[config.mk]
export PLATFORM = sky130hd
export DESIGN_NAME = oam_scanner
export DESIGN_NICKNAME = d
export VERILOG_FILES = /design/src/rtl/oam_scanner.sv
export SDC_FILE = /design/constraint.sdc
export NUM_CORES = 1
export LEC_CHECK = 0
export ABC_CLOCK_PERIOD_IN_PS = 8550
export CAP_MARGIN = 10
export CELL_PAD_IN_SITES_DETAIL_PLACEMENT = 1
export CELL_PAD_IN_SITES_GLOBAL_PLACEMENT = 1
export CORE_MARGIN = 3
export CORE_UTILIZATION = 40
export CTS_BUF_LIST = sky130_fd_sc_hd__clkbuf_8 sky130_fd_sc_hd__clkbuf_16
export DETAILED_ROUTE_END_ITERATION = 10
export PLACE_DENSITY = 0.91
export SETUP_SLACK_MARGIN = 0.15
export SYNTH_ARGS = -nofsm -noshare
export SYNTH_HDL_FRONTEND = slang
export SYNTH_SLANG_ARGS = --single-unit
[constraint.sdc]
create_clock -name clk_in -period 8.55 [get_ports clk_in]
set_input_delay 1.71 -clock clk_in [delete_from_list [all_inputs] [get_ports clk_in]]
set_output_delay 1.71 -clock clk_in [all_outputs]
set_load 0.05 [all_outputs]
[src/rtl/oam_scanner.sv]
// rtl/oam_scanner.sv - Mode-2 OAM search: selects up to MAX_SPRITES sprites overlapping line Y_in.
module oam_scanner #(
    parameter int          TOTAL_SCANLINES = 154,
    parameter int          OAM_ENTRIES     = 40,
    parameter int          MAX_SPRITES     = 10,
    parameter logic [15:0] OAM_BASE        = 16'hFE00,
    localparam int         YW              = $clog2(TOTAL_SCANLINES)
) (
    input  logic                             clk_in,
    input  logic                             rst_in,
    input  logic                             tclk_in,
    input  logic                             scan_start_in,
    input  logic [YW-1:0]                    Y_in,
    input  logic                             tall_sprite_mode_in,
    output logic [15:0]                      addr_out,
    output logic                             addr_valid_out,
    input  logic [7:0]                       data_in,
    input  logic                             data_valid_in,
    output logic [MAX_SPRITES-1:0][17:0]     sprite_buffer_out,
    output logic [3:0]                       sprite_count_out,
    output logic                             scan_busy_out,
    output logic                             scan_done_out
);

    typedef enum logic [2:0] {IDLE, REQ_Y, WAIT_Y, REQ_X, WAIT_X, DONE} state_t;

    state_t                          state_q;
    logic [YW-1:0]                   ly_q;
    logic                            tall_q;
    logic [5:0]                      idx_q;
    logic [7:0]                      y_q;
    logic [3:0]                      count_q;
    logic [MAX_SPRITES-1:0][17:0]    buf_q;
    logic [15:0]                     addr_q;
    logic                            valid_q;
    logic                            busy_q;
    logic                            done_q;

    logic [8:0]  ly16_d;
    logic [8:0]  y9_d;
    logic [8:0]  h9_d;
    logic        hit_d;
    logic [3:0]  row_d;
    logic [15:0] base_d;

    // Overlap test is done in 9 bits so y + h and LY + 16 never wrap.
    always_comb begin
        ly16_d = 9'(ly_q) + 9'd16;
        y9_d   = {1'b0, y_q};
        h9_d   = tall_q ? 9'd16 : 9'd8;
        hit_d  = (ly16_d >= y9_d) && (ly16_d < (y9_d + h9_d));
        row_d  = 4'(ly16_d - y9_d);
        base_d = OAM_BASE + {8'd0, idx_q, 2'b00};
    end

    always_ff @(posedge clk_in or posedge rst_in) begin
        if (rst_in) begin
            state_q <= IDLE;
            ly_q    <= '0;
            tall_q  <= 1'b0;
            idx_q   <= '0;
            y_q     <= '0;
            count_q <= '0;
            buf_q   <= '0;
            addr_q  <= '0;
            valid_q <= 1'b0;
            busy_q  <= 1'b0;
            done_q  <= 1'b0;
        end else if (scan_start_in) begin
            // Start and abort-restart share one path; an aborted scan never reaches DONE.
            ly_q    <= Y_in;
            tall_q  <= tall_sprite_mode_in;
            idx_q   <= '0;
            count_q <= '0;
            buf_q   <= '0;
            valid_q <= 1'b0;
            busy_q  <= 1'b1;
            done_q  <= 1'b0;
            state_q <= REQ_Y;
        end else begin
            case (state_q)
                IDLE: begin
                end
                REQ_Y: begin
                    if (tclk_in) begin
                        addr_q  <= base_d;
                        valid_q <= 1'b1;
                        state_q <= WAIT_Y;
                    end
                end
                WAIT_Y: begin
                    if (data_valid_in) begin
                        y_q     <= data_in;
                        valid_q <= 1'b0;
                        state_q <= REQ_X;
                    end
                end
                REQ_X: begin
                    if (tclk_in) begin
                        addr_q  <= base_d + 16'd1;
                        valid_q <= 1'b1;
                        state_q <= WAIT_X;
                    end
                end
                WAIT_X: begin
                    if (data_valid_in) begin
                        valid_q <= 1'b0;
                        if (hit_d && (count_q < 4'(MAX_SPRITES))) begin
                            buf_q[count_q] <= {idx_q, data_in, row_d};
                            count_q        <= count_q + 4'd1;
                        end
                        if (idx_q == 6'(OAM_ENTRIES - 1)) begin
                            busy_q  <= 1'b0;
                            done_q  <= 1'b1;
                            state_q <= DONE;
                        end else begin
                            idx_q   <= idx_q + 6'd1;
                            state_q <= REQ_Y;
                        end
                    end
                end
                DONE: begin
                    done_q  <= 1'b0;
                    state_q <= IDLE;
                end
                default: state_q <= IDLE;
            endcase
        end
    end

    assign addr_out          = addr_q;
    assign addr_valid_out    = valid_q;
    assign sprite_buffer_out = buf_q;
    assign sprite_count_out  = count_q;
    assign scan_busy_out     = busy_q;
    assign scan_done_out     = done_q;

endmodule

; ---- Word-level counts from Yosys, hierarchy flattened
; Cells that the tools add are included.
[classes]
n_reduce_logical = 21
bitwise_logic = 1
n_eq_ne = 17
n_mux = 38
n_lt_le_gt_ge = 5
n_addsub = 7
[ops]
columns = operator, n
row1 = two-way mux 180 bit, 4
row2 = bitwise mux 180 bit, 1
row3 = demux 18 bit (select 4 bit), 1
row4 = two-way mux 16 bit, 2
row5 = case mux 16 bit (2 select lines), 1
row6 = two-way mux 6 bit, 4
row7 = two-way mux 18 bit, 1
row8 = two-way mux 3 bit, 6
row9 = AND reduction 3 bit, 6
row10 = two-way mux 4 bit, 4
row11 = != test 3 bit (second input constant), 5
row12 = case mux 3 bit (5 select lines), 1
row13 = adder 11 x 2 -> 12 bit (second input constant), 1
row14 = adder 10 x 9 -> 11 bit (first input constant), 1
row15 = two-way mux 1 bit, 10
row16 = nonzero test 2 bit, 5
row17 = adder 8 x 5 -> 9 bit, 1
row18 = adder 8 x 5 -> 9 bit (second input constant), 1
row19 = greater-or-equal comparator 9 x 8 -> 1 bit, 1
row20 = less-than comparator 9 bit, 1
row21 = != test 2 bit (second input constant), 4
row22 = adder 6 x 1 -> 6 bit (second input constant), 1
row23 = == test 3 x 2 -> 1 bit (second input constant), 2
row24 = == test 3 bit (second input constant), 2
row25 = 17 further kinds, 23
[totals]
register_bits = 229
inputBits = 22
elab_cells = 109

; ---- Longest topological paths before layout
; Gate-level depths: netlist (run 1).
[depth]
ltp_word = 9
depth_mapped = 15
mapped_depth_nobuf = 13

; ---- Least setup slack after synthesis (run 1)
; No wires, ideal clock.
[synth_timing]
path_kind = in2reg
startpoint = in data_valid_in
endpoint = reg buf_q (netlist bit sprite_buffer_out[109])
setup_ns = 0.137
path_slack_ns = 5.091
t_required_ns = 8.413
path_stages = 8
arrival_ns = 3.322
cell_sequence = and4bb_4 nand2_2 a211oi_2 o31ai_2 or4b_1 buf_6 buf_12 mux2i_1
[synth_via]
elab_chain_cells = 2
[synth_rtl]
columns = item, line_no
row1 = from (decl), 18  ; input logic data_valid_in,
row2 = nonzero test 2 bit (no source line), n/a
row3 = AND reduction 3 bit (no source line), n/a
row4 = "to (signal, indexed assignment)", 109  ; buf_q[count_q] <= {idx_q, data_in, row_d};
row5 = to (decl), 33  ; logic [MAX_SPRITES-1:0][17:0] buf_q;
; No other way between the ends.
; A chain may end at the register's enable or synchronous reset.

; ---- Final worst setup path (run 1)
[layout_timing]
startpoint = reg tall_q
endpoint = reg buf_q (netlist bit sprite_buffer_out[124])
[layout_via]
elab_chain_cells = 7
[layout_rtl]
columns = item, line_no
row1 = from (decl), 29  ; logic tall_q;
row2 = from (signal assigned), 72  ; tall_q <= tall_sprite_mode_in;
row3 = two-way mux 5 bit, 50  ; h9_d = tall_q ? 9'd16 : 9'd8;
row4 = adder 8 x 5 -> 9 bit, 51  ; hit_d = (ly16_d >= y9_d) && (ly16_d < (y9_d + h9_d));
row5 = less-than comparator 9 bit, 51
row6 = logical AND 1 bit, 51
row7 = logical AND 1 bit, 108  ; if (hit_d && (count_q < 4'(MAX_SPRITES))) begin
row8 = nonzero test 2 bit (no source line), n/a
row9 = AND reduction 3 bit (no source line), n/a
; No other way between the ends.

==> results of run 1 <==
==> power by group through the flow <==
stage	logic, mW	clock network, mW	registers, mW
after global routing	0.313	1.11	1.09
after floorplan	0.190	0	1.10
after global placement	0.260	0	1.10
after CTS	0.279	1.07	1.08
after detailed placement	0.277	0	1.10
final	0.276	1.04	1.08
==> state kept, by name, summed over array words and instances, names as in the netlist, 3 cells and up <==
name	flops
ly_q	8
sprite_buffer_out	180
state_q	3
y_q	8
sprite_count_out	4
addr_out	8
idx_q	6
==> synth_stat cells, types with 2 or more instances <==
cell type	count
a31oi_1	2
ha_1	22
clkbuf_1	27
a21o_1	4
or4_1	2
xor2_1	10
o21ai_0	8
nand4_1	7
mux2i_1	181
nand2_1	11
or2_2	2
nand3_1	11
a211oi_1	2
dfrtp_1	221
nand2b_1	198
nor2b_1	5
mux2_2	22
and3_1	3
buf_6	6
nor3b_1	3
fa_1	2
nor3_1	2
buf_4	9
buf_1	19
nor2_1	16
buf_2	14
xnor2_1	4
a21oi_1	9
inv_1	19
==> worst register-to-register path: stages (launching register included) <==
cell	delay, ns
dfrtp_1	0.39
inv_1	0.13
ha_1	0.19
inv_1	0.06
fa_1	0.42
nor3_1	0.22
xnor2_1	0.16
ha_1	0.26
nand3_1	0.15
nor2_1	0.07
a21oi_1	0.71
inv_1	0.29
or4b_1	1.10
mux2i_1	0.37
==> per-layer routing <==
metal	wire length, µm	vias up	track usage, %
met2	15100	182	37.8
li1	-	3195	-
met4	672	0	4.99
met1	12900	3691	27.8
met3	1210	42	2.99
met5	0	-	0
==> cell families (layout without fill, tap and decap cells) <==
logic type,Yosys count,after routing,share of synthesized area [%]
AOI/OAI and AO/OA,33,33,2.12
xor gates and xnor gates,14,14,1.19
adders and majority gates,24,24,3.06
buffers and inverters,95,293,4.55
DFF,221,221,53.6
muxes,203,203,20.0
other,1,2,0.0364
and+or+nand+nor,265,265,15.5
==> cell type report <==
| class | count | area (µm²) | area share (%) |
|---|---|---|---|
| multi-input cells | 541 | 4330 | 32.2 |
| inverters | 19 | 78.8 | 0.586 |
| repair buffers | 233 | 2300 | 17.1 |
| clock inverters | 8 | 58.8 | 0.437 |
| flip-flops and latches | 221 | 5530 | 41.1 |
| well taps | 330 | 413 | 3.07 |
| clock buffers | 33 | 736 | 5.47 |
==> through the flow <==
step,worst slack [ns],hold WS [ns],std cells
3_3_place_gp,4.05,0.473,1344
5_1_grt,3.61,0.517,1385
4_1_cts,3.94,0.508,1385
6_report,3.95,0.501,1385
3_5_place_dp,3.90,0.481,1344
2_1_floorplan,0.791,0.479,857
==> final timing paths <==
| path | depth (start not counted) | to | slack, ns |
|---|---|---|---|
| worst max-delay path | 13 | sprite_buffer_out[124] | 3.95 |
| worst min-delay path | 1 | scan_busy_out | 0.50 |
| worst max register to register | 13 | sprite_buffer_out[124] | 3.95 |
| worst min register to register | 1 | scan_busy_out | 0.50 |
| max in group asynchronous | 3 | sprite_buffer_out[101] | 5.51 |
| min in group asynchronous | 2 | ly_q[5] | 1.65 |
==> results.sh, run 1 <==
export IMPL_antenna_cells=0
export IMPL_antenna_found_initial=0
export IMPL_drc=0
export IMPL_num_vias=7110
export IMPL_grt_use_total_pct=21.3
export IMPL_synth_area_top_cells="dfrtp_1 (54%), mux2i_1 (18%), nand2b_1 (12%)"
export IMPL_drive_gt1_share_pct=7.39
export IMPL_drv_cap=0
export IMPL_synthFlopType="dfrtp_1"
export IMPL_seq_area_frac_synth_pct=53.6
export IMPL_fin_crit_ns=4.60
export IMPL_cts_post_setup_buffers_inserted=0
export IMPL_crit_chain="inv_1 > ha_1 > inv_1 > fa_1 > nor3_1 > xnor2_1 > ha_1 > nand3_1 > nor2_1 > a21oi_1 > inv_1 > or4b_1 > mux2i_1"
export IMPL_cts_buffers=24
export IMPL_grt_pass1_vias=8031
export IMPL_synth_edf_count=0
export IMPL_clkLatencyLatePin_ns=0.52
export IMPL_critPathBufInv=3
export IMPL_root_buffer="clkbuf_16"
export IMPL_hp_start="scan_busy_out"
export IMPL_syn_to_final_growth_pct=30.3
export IMPL_r2r_start="tall_q"
export IMPL_drt_total_wl_mm=29.9
export IMPL_io_pins=225
export IMPL_synth_seq_cells=221
export IMPL_p_switching_mw=0.611
export IMPL_required_ns=8.97
export IMPL_grt_setup_unrepaired="no"
export IMPL_ys_warn_count=0
export IMPL_clk_pin_slew_worst_paths_ns=0.06
export IMPL_dieHeight_um=167
export IMPL_hold_viol=0
export IMPL_crit_fanout=18
export IMPL_synth_cells=856
export IMPL_nFillCells=2588
export IMPL_ys_async_sr_fraction_pct=100
export IMPL_tightest_slew_ns=1.19
export IMPL_gr_total_overflow=0
export IMPL_seqPwrFrac_pct=45.2
export IMPL_synth_area_um2=10300
export IMPL_fin_nets=1086
export IMPL_finalInstanceArea_um2=13400
export IMPL_cp_slowest_cell="or4b_1"
export IMPL_worst_path_largest_cell_delay_ns=1.10
export IMPL_clkPwrFrac_pct=43.3
export IMPL_slew_headroom_pct=20.7
export IMPL_clock_sinks=221
export IMPL_power_mw=2.40
export IMPL_vias_per_cell=5.13
export IMPL_grt_pass1_wl_mm=47.3
export IMPL_grt_max_degree=126
export IMPL_setup_viol=0
export IMPL_leakagePower_nw=6.77
export IMPL_post_cts_resized=0
export IMPL_crit_path_start="tall_q"
export IMPL_wl_per_cell_um=21.6
export IMPL_min_path_type="reg2reg"
export IMPL_hold_buffers=0
export IMPL_port_buffers=222
export IMPL_rows=58
export IMPL_p_int_mw=1.79
export IMPL_fin_crit_sh_pct=53.8
export IMPL_hpwlAfterDp_mm=20.1
export IMPL_start_util_pct=40.8
export IMPL_maxSlewViolCount=0
export IMPL_first_pass_iters=6
export IMPL_path_delay_family="simple AND/OR/NAND/NOR gates"
export IMPL_synth_cell_type_count=44
export IMPL_core_region_area_um2=25300
export IMPL_crit_type="reg2reg"
export IMPL_synth_top_area_share_pct=53.6
export IMPL_crit_top_cell="inv_1"
export IMPL_gp_congestion=0.816
export IMPL_fin_setup_tns_ns=0
export IMPL_peakVddDrop_mv=0.132
export IMPL_yosysTopAreaCell="dfrtp_1"
export IMPL_swShare_pct=25.5
export IMPL_combPwrFrac_pct=11.5
export IMPL_most_common_layout_cells="dfrtp_1 (221), clkdlybuf4s50_1 (221), nand2b_1 (198)"
export IMPL_dieArea_um2=27800
export IMPL_fmax_mhz=218
export IMPL_cts_max_level=1
export IMPL_final_core_util_pct=53.2
export IMPL_end_kind="register"
export IMPL_clock_skew_ns=0.0179
export IMPL_cts_tree="yes"
export IMPL_crit_arrival_ns=5.02
export IMPL_antenna_left=0
export IMPL_start_kind="register"
export IMPL_die_w_um=167
export IMPL_powerDensity_nw_per_um2=178
export IMPL_syn_area_per_cell_um2=12.1
export IMPL_clock_path_buffers=3
export IMPL_outcome="complete, no violations"
export IMPL_drt_iter0_markers=405
export IMPL_placed_area_um2=12700
Power figures use the tool's default switching activity.
==> run 2, diff against run 1 <==
ABC_CLOCK_PERIOD_IN_PS = 4100   (was 8550)
CORE_UTILIZATION = 37   (was 40)
PLACE_DENSITY = 0.88   (was 0.91)
clock period = 4.1 ns   (was 8.55 ns; I/O delays follow)
==> run 2 against run 1 <==
  * Sequential share of layout area fell by 0.66 points
  * Utilization is 3.0 points lower
  * Final cell count rose by 4.0%
  * Critical endpoint is now sprite_buffer_out[121]
  * Critical path depth did not move
  * Via count is 0.65% higher
  * Critical path type unchanged
  * Setup slack got worse by 3.4 ns
  * Maximum frequency up 30%
  * Highest routed layer unchanged
  * Combinational power rose by 110%
  * Total power grew 120%
  * Hold slack got worse by 0.019 ns
  * Final area is 1.6% higher
==> results.sh, run 2 (synthesized netlist as in run 1, its figures left out) <==
export IMPL_die_w_um=173
export IMPL_io_pins=225
export IMPL_dieArea_um2=29900
export IMPL_tightest_slew_ns=0.757
export IMPL_fin_crit_ns=3.53
export IMPL_grt_setup_unrepaired="no"
export IMPL_first_pass_iters=4
export IMPL_grt_max_degree=118
export IMPL_cts_buffers=25
export IMPL_finalInstanceArea_um2=13700
export IMPL_slew_headroom_pct=49.5
export IMPL_min_path_type="reg2reg"
export IMPL_p_int_mw=3.88
export IMPL_nFillCells=2839
export IMPL_hpwlAfterDp_mm=20.8
export IMPL_clock_sinks=221
export IMPL_crit_type="reg2reg"
export IMPL_post_cts_resized=0
export IMPL_crit_arrival_ns=3.89
export IMPL_antenna_left=0
export IMPL_hold_buffers=0
export IMPL_combPwrFrac_pct=11.2
export IMPL_root_buffer="clkbuf_16"
export IMPL_required_ns=4.46
export IMPL_seqPwrFrac_pct=43.4
export IMPL_outcome="complete, no violations"
export IMPL_drt_iter0_markers=496
export IMPL_power_mw=5.20
export IMPL_drv_cap=0
export IMPL_peakVddDrop_mv=0.264
export IMPL_drc=0
export IMPL_grt_pass1_vias=8102
export IMPL_cts_post_setup_buffers_inserted=0
export IMPL_maxSlewViolCount=0
export IMPL_fin_nets=1097
export IMPL_worst_hold_slack_ns=0.483
export IMPL_num_vias=7156
export IMPL_port_buffers=222
export IMPL_fin_setup_tns_ns=0
export IMPL_antenna_cells=0
export IMPL_clkPwrFrac_pct=45.4
export IMPL_drt_total_wl_mm=30.3
export IMPL_gr_total_overflow=0
export IMPL_most_common_layout_cells="dfrtp_1 (221), clkdlybuf4s50_1 (221), nand2b_1 (198)"
export IMPL_end_kind="register"
export IMPL_largest_register_ffs=180
export IMPL_clock_skew_ns=0.0118
export IMPL_fin_crit_sh_pct=86.1
export IMPL_wl_per_cell_um=21.0
export IMPL_fmax_mhz=283
export IMPL_gp_congestion=0.780
export IMPL_cts_tree="yes"
export IMPL_antenna_found_initial=0
export IMPL_setup_viol=0
export IMPL_start_kind="register"
export IMPL_start_util_pct=38.0
export IMPL_vias_per_cell=4.97
export IMPL_cts_max_level=1
export IMPL_crit_fanout=18
export IMPL_rows=60
export IMPL_dieHeight_um=173
export IMPL_clk_pin_slew_worst_paths_ns=0.06
export IMPL_core_region_area_um2=27200
export IMPL_swShare_pct=25.4
export IMPL_syn_to_final_growth_pct=32.5
export IMPL_hold_viol=0
export IMPL_placed_area_um2=12800
export IMPL_clock_path_buffers=3
export IMPL_leakagePower_nw=6.84
export IMPL_drive_gt1_share_pct=8.89
export IMPL_grt_use_total_pct=20.1
export IMPL_p_switching_mw=1.32
export IMPL_clkLatencyLatePin_ns=0.52
export IMPL_grt_pass1_wl_mm=48.1
export IMPL_powerDensity_nw_per_um2=381
-- run 2: critical path, stage by stage, from the launching register on --
cell and delay [ns]:
dfrtp_1 0.38, inv_1 0.14, ha_1 0.19, inv_1 0.06, fa_1 0.40, nor3_1 0.20, xnor2_1 0.15, ha_1 0.26
a21o_1 0.17, a211oi_2 0.29, o31ai_2 0.17, or4b_1 0.53, buf_4 0.25, mux2i_1 0.16
-- run 2: final cells by class --
cell class	instances	area [µm²]	area share, %
clock buffers	33	736	5.38
repair buffers	243	2390	17.5
inverters	19	75.1	0.549
well taps	372	465	3.41
clock inverters	12	143	1.04
multi-input cells	541	4330	31.7
flip-flops and latches	221	5530	40.5
-- run 2: through the flow --
stage	util, %	instances	setup slack, ns
final	50.3	1441	0.571
after floorplan	-	857	0.398
after global placement	47.1	1396	0.699
after detailed placement	47.1	1396	0.571
after global routing	50.3	1441	0.345
after CTS	50.3	1441	0.554
-- run 2: final timing paths --
check | start | to | slack (ns) | depth (start not counted)
worst max-delay path | tall_q | sprite_buffer_out[121] | 0.57 | 13
worst min-delay path | scan_busy_out | scan_busy_out | 0.48 | 1
worst max register to register | tall_q | sprite_buffer_out[121] | 0.57 | 13
worst min register to register | scan_busy_out | scan_busy_out | 0.48 | 1
max in group asynchronous | rst_in | sprite_buffer_out[173] | 2.52 | 3
min in group asynchronous | rst_in | ly_q[4] | 0.61 | 2
-- run 2: power groups by stage --
| stage | Clock (mW) | Sequential [mW] | Combinational (mW) |
|---|---|---|---|
| CTS | 2.42 | 2.26 | 0.592 |
| floorplan | 0 | 2.30 | 0.396 |
| global route | 2.51 | 2.26 | 0.654 |
| global placement | 0 | 2.30 | 0.554 |
| detailed placement | 0 | 2.30 | 0.587 |
| finish | 2.36 | 2.26 | 0.585 |
-- run 2: per-layer routing --
metal  vias to the layer above  track usage, %  wire length, µm
li1                       3230               -                -
met1                      3689            26.7            13300
met2                       193            34.6            14900
met3                        44            3.29             1390
met4                         0            4.53              651
met5                         -               0                0
